## config.mk

```make
export PLATFORM = sky130hd
export DESIGN_NAME = dmem_port_arbiter_flat
export DESIGN_NICKNAME = d
export VERILOG_FILES = /design/src/rtl/dmem_port_arbiter_if.sv /design/src/rtl/dmem_port_arbiter.sv /design/src/flat_wrapper.sv
export SDC_FILE = /design/constraint.sdc
export NUM_CORES = 1
export LEC_CHECK = 0
export ABC_CLOCK_PERIOD_IN_PS = 3600
export CORE_AREA = 2 2 92 94
export CTS_CLUSTER_SIZE = 14
export DETAILED_ROUTE_END_ITERATION = 8
export DIE_AREA = 0 0 94 96
export PLACE_DENSITY = 0.88
export SYNTH_ARGS = -nofsm -noshare
export SYNTH_HDL_FRONTEND = slang
export SYNTH_SLANG_ARGS = --single-unit
```

## constraint.sdc

```tcl
create_clock -name clock -period 3.6 [get_ports clock]
set_clock_uncertainty 0.2 [all_clocks]
set_input_delay 0.9 -clock clock [delete_from_list [all_inputs] [get_ports clock]]
set_output_delay 0.9 -clock clock [all_outputs]
set_load 0.02 [all_outputs]
```

## src/rtl/dmem_port_arbiter_if.sv

```systemverilog
// Bus bundle between the dmem port arbiter and its surroundings: the
// processor memory stage, the auxiliary requester and the dmem itself.
//
// Aux handshake: aux_req is raised together with stable aux_addr,
// aux_wren and aux_data, and all four are held until aux_gnt is sampled
// high at a rising edge. The access happens in the cycle aux_gnt is high.
// The requester may drop aux_req or present the next request in the
// following cycle, so grants can occur back to back.
interface dmem_port_arbiter_if #(
   parameter int ADDR_W = 12,
   parameter int DATA_W = 32
);
   // processor memory stage
   logic              proc_mem_en;
   logic [ADDR_W-1:0] proc_addr;
   logic [DATA_W-1:0] proc_data;
   logic              proc_wren;
   logic [DATA_W-1:0] proc_q;
   // auxiliary requester
   logic              aux_req;
   logic [ADDR_W-1:0] aux_addr;
   logic              aux_wren;
   logic [DATA_W-1:0] aux_data;
   logic              aux_gnt;
   logic              aux_rd_valid;
   logic [DATA_W-1:0] aux_rd_data;
   logic              aux_err;
   logic              aux_starve;
   // dmem side
   logic [ADDR_W-1:0] mem_addr;
   logic [DATA_W-1:0] mem_data;
   logic              mem_wren;
   logic [DATA_W-1:0] mem_q;

   // agents and dmem side
   modport master (
      output proc_mem_en, proc_addr, proc_data, proc_wren,
      output aux_req, aux_addr, aux_wren, aux_data,
      output mem_q,
      input  proc_q, aux_gnt, aux_rd_valid, aux_rd_data, aux_err, aux_starve,
      input  mem_addr, mem_data, mem_wren
   );

   // arbiter side
   modport slave (
      input  proc_mem_en, proc_addr, proc_data, proc_wren,
      input  aux_req, aux_addr, aux_wren, aux_data,
      input  mem_q,
      output proc_q, aux_gnt, aux_rd_valid, aux_rd_data, aux_err, aux_starve,
      output mem_addr, mem_data, mem_wren
   );
endinterface

```

## src/rtl/dmem_port_arbiter.sv

```systemverilog
// Shares the single-port dmem between the processor memory stage and one
// auxiliary requester. The processor cannot stall, so it always owns the
// port when it has a memory op; the aux agent only gets idle cycles.
// A saturating counter of consecutive denied cycles raises aux_starve.
// CNT_W must be wide enough that 2**CNT_W-1 >= STARVE_LIMIT.
module dmem_port_arbiter #(
   parameter int ADDR_W       = 12,
   parameter int DATA_W       = 32,
   parameter int STARVE_LIMIT = 64,
   parameter int CNT_W        = 8,
   parameter bit AUX_WR_EN    = 1'b1
) (
   input logic                  clock,
   input logic                  reset,
   dmem_port_arbiter_if.slave   bus
);

   logic              aux_gnt_c;
   logic [ADDR_W-1:0] addr_mux;
   logic [DATA_W-1:0] data_mux;
   logic              wren_mux;
   logic [CNT_W-1:0]  starve_cnt;
   logic [CNT_W-1:0]  starve_cnt_next;
   logic              rd_valid_q;
   logic [DATA_W-1:0] rd_data_q;
   logic              err_q;
   logic              starve_q;

   // Grant only idle cycles; reset forces the grant low.
   always_comb begin
      aux_gnt_c = bus.aux_req & ~bus.proc_mem_en & ~reset;
   end

   // Port mux: the granted aux agent drives dmem, otherwise the processor.
   // A rejected aux write still takes the grant but never writes.
   always_comb begin
      addr_mux = bus.proc_addr;
      data_mux = bus.proc_data;
      wren_mux = bus.proc_wren & bus.proc_mem_en;
      if (aux_gnt_c) begin
         addr_mux = bus.aux_addr;
         data_mux = bus.aux_data;
         wren_mux = bus.aux_wren & AUX_WR_EN;
      end
      if (reset) begin
         wren_mux = 1'b0;
      end
   end

   // Next starvation count: grows while the processor blocks a waiting
   // request, saturates, and clears on a grant or when nothing is waiting.
   always_comb begin
      starve_cnt_next = starve_cnt;
      if (aux_gnt_c || !bus.aux_req) begin
         starve_cnt_next = '0;
      end else if (bus.proc_mem_en && (starve_cnt != {CNT_W{1'b1}})) begin
         starve_cnt_next = starve_cnt + 1'b1;
      end
   end

   // Read return, write-reject pulse and starvation state. dmem updates
   // mem_q on the falling edge, so a granted read's data is captured at
   // the rising edge that ends the grant cycle. Reset drops any read in
   // flight.
   always_ff @(posedge clock or posedge reset) begin
      if (reset) begin
         rd_valid_q <= 1'b0;
         rd_data_q  <= '0;
         err_q      <= 1'b0;
         starve_cnt <= '0;
         starve_q   <= 1'b0;
      end else begin
         rd_valid_q <= aux_gnt_c & ~bus.aux_wren;
         if (aux_gnt_c && !bus.aux_wren) begin
            rd_data_q <= bus.mem_q;
         end
         err_q      <= aux_gnt_c & bus.aux_wren & ~AUX_WR_EN;
         starve_cnt <= starve_cnt_next;
         starve_q   <= (starve_cnt_next >= CNT_W'(STARVE_LIMIT));
      end
   end

   // Output wiring; the processor sees dmem read data unchanged.
   assign bus.aux_gnt      = aux_gnt_c;
   assign bus.mem_addr     = addr_mux;
   assign bus.mem_data     = data_mux;
   assign bus.mem_wren     = wren_mux;
   assign bus.proc_q       = bus.mem_q;
   assign bus.aux_rd_valid = rd_valid_q;
   assign bus.aux_rd_data  = rd_data_q;
   assign bus.aux_err      = err_q;
   assign bus.aux_starve   = starve_q;

endmodule

```

## src/flat_wrapper.sv

```systemverilog
// flat-port wrapper written by rule: the top's interface ports become plain ports
module dmem_port_arbiter_flat 
#(
   parameter int ADDR_W       = 12,
   parameter int DATA_W       = 32,
   parameter int STARVE_LIMIT = 64,
   parameter int CNT_W        = 8,
   parameter bit AUX_WR_EN    = 1'b1
)
  (clock, reset, bus_proc_mem_en, bus_proc_addr, bus_proc_data, bus_proc_wren, bus_aux_req, bus_aux_addr, bus_aux_wren, bus_aux_data, bus_mem_q, bus_proc_q, bus_aux_gnt, bus_aux_rd_valid, bus_aux_rd_data, bus_aux_err, bus_aux_starve, bus_mem_addr, bus_mem_data, bus_mem_wren);
  dmem_port_arbiter_if #(.ADDR_W(ADDR_W), .DATA_W(DATA_W)) bus_i ();
  input logic clock;
  input logic reset;
  input wire logic [$bits(bus_i.proc_mem_en)-1:0] bus_proc_mem_en;
  input wire logic [$bits(bus_i.proc_addr)-1:0] bus_proc_addr;
  input wire logic [$bits(bus_i.proc_data)-1:0] bus_proc_data;
  input wire logic [$bits(bus_i.proc_wren)-1:0] bus_proc_wren;
  input wire logic [$bits(bus_i.aux_req)-1:0] bus_aux_req;
  input wire logic [$bits(bus_i.aux_addr)-1:0] bus_aux_addr;
  input wire logic [$bits(bus_i.aux_wren)-1:0] bus_aux_wren;
  input wire logic [$bits(bus_i.aux_data)-1:0] bus_aux_data;
  input wire logic [$bits(bus_i.mem_q)-1:0] bus_mem_q;
  output wire logic [$bits(bus_i.proc_q)-1:0] bus_proc_q;
  output wire logic [$bits(bus_i.aux_gnt)-1:0] bus_aux_gnt;
  output wire logic [$bits(bus_i.aux_rd_valid)-1:0] bus_aux_rd_valid;
  output wire logic [$bits(bus_i.aux_rd_data)-1:0] bus_aux_rd_data;
  output wire logic [$bits(bus_i.aux_err)-1:0] bus_aux_err;
  output wire logic [$bits(bus_i.aux_starve)-1:0] bus_aux_starve;
  output wire logic [$bits(bus_i.mem_addr)-1:0] bus_mem_addr;
  output wire logic [$bits(bus_i.mem_data)-1:0] bus_mem_data;
  output wire logic [$bits(bus_i.mem_wren)-1:0] bus_mem_wren;
  assign bus_i.proc_mem_en = bus_proc_mem_en;
  assign bus_i.proc_addr = bus_proc_addr;
  assign bus_i.proc_data = bus_proc_data;
  assign bus_i.proc_wren = bus_proc_wren;
  assign bus_i.aux_req = bus_aux_req;
  assign bus_i.aux_addr = bus_aux_addr;
  assign bus_i.aux_wren = bus_aux_wren;
  assign bus_i.aux_data = bus_aux_data;
  assign bus_i.mem_q = bus_mem_q;
  assign bus_proc_q = bus_i.proc_q;
  assign bus_aux_gnt = bus_i.aux_gnt;
  assign bus_aux_rd_valid = bus_i.aux_rd_valid;
  assign bus_aux_rd_data = bus_i.aux_rd_data;
  assign bus_aux_err = bus_i.aux_err;
  assign bus_aux_starve = bus_i.aux_starve;
  assign bus_mem_addr = bus_i.mem_addr;
  assign bus_mem_data = bus_i.mem_data;
  assign bus_mem_wren = bus_i.mem_wren;
  dmem_port_arbiter #(.ADDR_W(ADDR_W), .DATA_W(DATA_W), .STARVE_LIMIT(STARVE_LIMIT), .CNT_W(CNT_W), .AUX_WR_EN(AUX_WR_EN)) u_core (.clock(clock), .reset(reset), .bus(bus_i));
endmodule
```

==> flow_summary.rst <==
.. list-table::
   :header-rows: 1

   * - Metric
     - Value
   * - Average instance area after synthesis
     - 12.7 µm²
   * - Pre-Repair DR Iteration Count
     - 4
   * - Clock Tree Root
     - sky130_fd_sc_hd__clkbuf_8
   * - Share of the synthesized area in the top cell type
     - 39.9%
   * - Arrival time worst endpoint
     - 2.43 ns
   * - Horiz. Die Dim
     - 94 µm
   * - Worst-skew pair later-pin latency
     - 0.30 ns
   * - Number of DRC violations after detailed-routing iteration 0
     - 53
   * - Boundary pin count
     - 239
   * - GRT Residual Overflow
     - 0
   * - # H-tree levels
     - 2
   * - First-pass GRT wire length
     - 13,300 µm
   * - Required time at the endpoint of the critical path
     - 2.50 ns
   * - Relative max-transition margin
     - 56.8%
   * - Residual antenna-violating net count after detailed routing
     - 0
   * - Vias per std cell
     - 4.55
   * - Post-cts hold buffer count
     - 0
   * - Worst-path fanout max
     - 11
   * - Number of diodes added for antenna fixing
     - 0
   * - Max-slew violation count
     - 0
   * - Cell Area, Synth
     - 2640 µm²
   * - Number of placed cells counting well taps
     - 514
   * - Cell area reported after detailed placement
     - 4870 µm²
   * - Total Negative Setup Slacks
     - 0 ns
   * - Sequential area share after synthesis
     - 39.9%
   * - Warning count from the yosys run
     - 0
   * - Clock slew at reported path FFs
     - 0.08 ns
   * - Inserted Clock Buffers
     - 5
   * - Non-filler cells in the finished layout
     - 526
   * - Unrepaired setup endpoints after global routing
     - no
   * - Dpl hpwl
     - 7330 µm
   * - Largest cells by area after synthesis
     - sky130_fd_sc_hd__dfrtp_1, sky130_fd_sc_hd__mux2_2, sky130_fd_sc_hd__mux2_4, sky130_fd_sc_hd__buf_4, sky130_fd_sc_hd__buf_12
   * - Synth-to-layout area growth
     - 89.1%
   * - Remaining DRCs
     - 0
   * - Vias in the first global route
     - 2,520
   * - Number of enable-type register cells in the synthesized netlist
     - 0
   * - Final number of setup-violating endpoints
     - 0
   * - Top flip-flop cell by instance count after synthesis
     - sky130_fd_sc_hd__dfrtp_1
   * - Share of final-layout standard cells stronger than drive strength 1
     - 23.3%
   * - Kind of start point of the critical path
     - primary input
   * - Via count
     - 2,395
   * - Clock buffer depth
     - 2
   * - Initial antenna violation count
     - 0
   * - CTS tree
     - done
   * - Routed wirelength normalized by instance count
     - 17.3 µm
   * - Post-synthesis net count
     - 335
   * - Final Net Count
     - 547
   * - Final Critical Period
     - 3.53 ns
   * - Post-route clock period utilization
     - 98.2%
   * - Register bit count reported by yosys
     - 42
   * - Total wire length
     - 9130 µm
   * - Worst Max-Slew Pin Slew
     - 0.644 ns
   * - Crit Path Category
     - primary input to output port
   * - Post-synthesis cell count
     - 208
   * - Die Y
     - 96 µm
   * - Starting density of the core
     - 32.7%
   * - Pin count of the biggest net entering global routing
     - 43
   * - Total die area
     - 9020 µm²
   * - Final hold violations
     - 0
   * - Power density relative to cell area
     - 338 nW/µm²
   * - # fillers
     - 643
   * - Placeable core region
     - 8050 µm²
   * - Result of the run
     - finished clean
   * - Post-route cell area
     - 4990 µm²
   * - Static power due to leakage
     - 2.09 nW
   * - Fraction of synthesis flops using an asynchronous set or reset pin
     - 100%
   * - Netlist cell types
     - 30
   * - TritonCTS sink count
     - 42
   * - Worst Hold Class
     - flop to flop
   * - VDD IR max
     - 0.157 mV
   * - Number of placement rows
     - 33
   * - Kind of capture point of the worst setup path
     - output port
   * - Maximum Capacitance Violations
     - 0
   * - Post-synth top area cell
     - sky130_fd_sc_hd__dfrtp_1
   * - Max Fclk
     - 283 MHz
   * - Total routing usage reported by global routing
     - 19.8%
   * - GP Congestion
     - 0.799
   * - Port bufs
     - 237
## where the power goes
group	switching, mW	internal (mW)
Clock	0.170	0.139
Sequential	0.0458	0.552
Combinational	0.321	0.455
## state kept, by name, indices dropped and copies added, names as in the netlist
name,cells
u_core.starve_cnt,8
u_core.bus.aux_starve,1
u_core.bus.aux_rd_data,32
u_core.bus.aux_rd_valid,1
## layout by cell type, fill, tap and decap left out, types with 2 or more instances in the layout
cell type | Yosys | layout
sky130_fd_sc_hd__inv_1 | 3 | 3
sky130_fd_sc_hd__dlygate4sd2_1 | 0 | 31
sky130_fd_sc_hd__o21ai_1 | 2 | 2
sky130_fd_sc_hd__and3_1 | 2 | 2
sky130_fd_sc_hd__xor2_1 | 3 | 3
sky130_fd_sc_hd__nand4_1 | 3 | 3
sky130_fd_sc_hd__mux2_4 | 26 | 26
sky130_fd_sc_hd__o21ai_0 | 2 | 2
sky130_fd_sc_hd__dfrtp_1 | 42 | 42
sky130_fd_sc_hd__or4_1 | 2 | 2
sky130_fd_sc_hd__clkbuf_8 | 0 | 5
sky130_fd_sc_hd__clkdlybuf4s50_1 | 0 | 190
sky130_fd_sc_hd__nor2_1 | 10 | 10
sky130_fd_sc_hd__buf_2 | 4 | 3
sky130_fd_sc_hd__buf_4 | 34 | 6
sky130_fd_sc_hd__nand2_1 | 3 | 3
sky130_fd_sc_hd__mux2_1 | 3 | 3
sky130_fd_sc_hd__clkinvlp_4 | 0 | 2
sky130_fd_sc_hd__clkdlybuf4s15_1 | 0 | 12
sky130_fd_sc_hd__nand3_1 | 3 | 3
sky130_fd_sc_hd__buf_12 | 3 | 2
sky130_fd_sc_hd__a21oi_1 | 3 | 3
sky130_fd_sc_hd__mux2_2 | 47 | 47
## what timing repair did
action                                  CTS  global route
pin swaps                                 1             0
cloned                                    2             0
resized for setup                        64             8
buffers inserted                          2             0
endpoints found under the setup margin   45             8
## per-layer routing
| layer | part of all wire (%) | vias to the layer above | GRT usage (%) |
|---|---|---|---|
| met3 | 10 | 16 | 6.66 |
| met4 | 2.5 | 0 | 8.21 |
| met2 | 53 | 153 | 37.3 |
| met1 | 34 | 1100 | 19.9 |
| li1 | - | 1126 | - |
| met5 | 0 | - | 0 |
## through the flow
step	hold slack (ns)	utilization [%]	worst slack [ns]	total power, mW
after floorplan	0.337	-	0.484	0.982
after global placement	0.270	60.5	-0.376	1.39
after detailed placement	0.278	60.5	-0.383	1.40
after CTS	0.302	61.8	0.0346	1.71
after global routing	0.327	61.9	0.00147	1.76
final	0.299	61.9	0.0652	1.68
## synth_stat cells, types with 2 or more instances
library cell              instances
sky130_fd_sc_hd__o21ai_0          2
sky130_fd_sc_hd__mux2_4          26
sky130_fd_sc_hd__buf_4           34
sky130_fd_sc_hd__xor2_1           3
sky130_fd_sc_hd__a21oi_1          3
sky130_fd_sc_hd__and3_1           2
sky130_fd_sc_hd__dfrtp_1         42
sky130_fd_sc_hd__mux2_2          47
sky130_fd_sc_hd__mux2_1           3
sky130_fd_sc_hd__inv_1            3
sky130_fd_sc_hd__buf_6            2
sky130_fd_sc_hd__nand3_1          3
sky130_fd_sc_hd__buf_2            4
sky130_fd_sc_hd__nor2_1          10
sky130_fd_sc_hd__or4_1            2
sky130_fd_sc_hd__o21ai_1          2
sky130_fd_sc_hd__nand4_1          3
sky130_fd_sc_hd__buf_12           3
sky130_fd_sc_hd__nand2_1          3
## final timing paths
kind | slack, ns | end | depth (start not counted) | start
max | 0.07 | bus_mem_data[30] | 6 | reset
min | 0.30 | u_core.bus.aux_rd_data[11] | 1 | u_core.bus.aux_rd_data[11]
max reg2reg | 1.63 | u_core.starve_cnt[5] | 5 | u_core.starve_cnt[0]
min reg2reg | 0.30 | u_core.bus.aux_rd_data[11] | 1 | u_core.bus.aux_rd_data[11]
max in group asynchronous | 2.00 | u_core.bus.aux_rd_data[0] | 4 | reset
min in group asynchronous | 0.85 | u_core.starve_cnt[0] | 4 | reset
## final cells by class
class | count | area (µm²) | area share (%)
multi-input combinational | 120 | 1220 | 24.5
clock inverter | 3 | 23.8 | 0.477
sequential | 42 | 1050 | 21.1
inverter | 3 | 11.3 | 0.226
timing repair buffer | 248 | 2480 | 49.7
clock buffer | 5 | 68.8 | 1.38
tap | 105 | 131 | 2.63
## cell families (layout without fill, tap and decap cells)
family | after synthesis | count (layout) | synth area share [%]
multiplexers | 77 | 77 | 36.5
buffers and inverters | 46 | 259 | 14.0
flip-flops | 42 | 42 | 39.9
AND/OR/NAND/NOR | 26 | 26 | 5.17
AO/OA/AOI/OAI | 12 | 12 | 2.80
XOR/XNOR | 3 | 3 | 0.997
adder cells (fa/ha/maj) | 1 | 1 | 0.475
other | 1 | 1 | 0.142
## critical path: stages
cell	delay [ns]
sky130_fd_sc_hd__dlygate4sd2_1	0.27
sky130_fd_sc_hd__nor3b_4	0.22
sky130_fd_sc_hd__buf_6	0.14
sky130_fd_sc_hd__bufbuf_16	0.27
sky130_fd_sc_hd__mux2_2	0.33
sky130_fd_sc_hd__clkdlybuf4s15_1	0.29
Note: power is estimated with default switching activity, not from simulation.
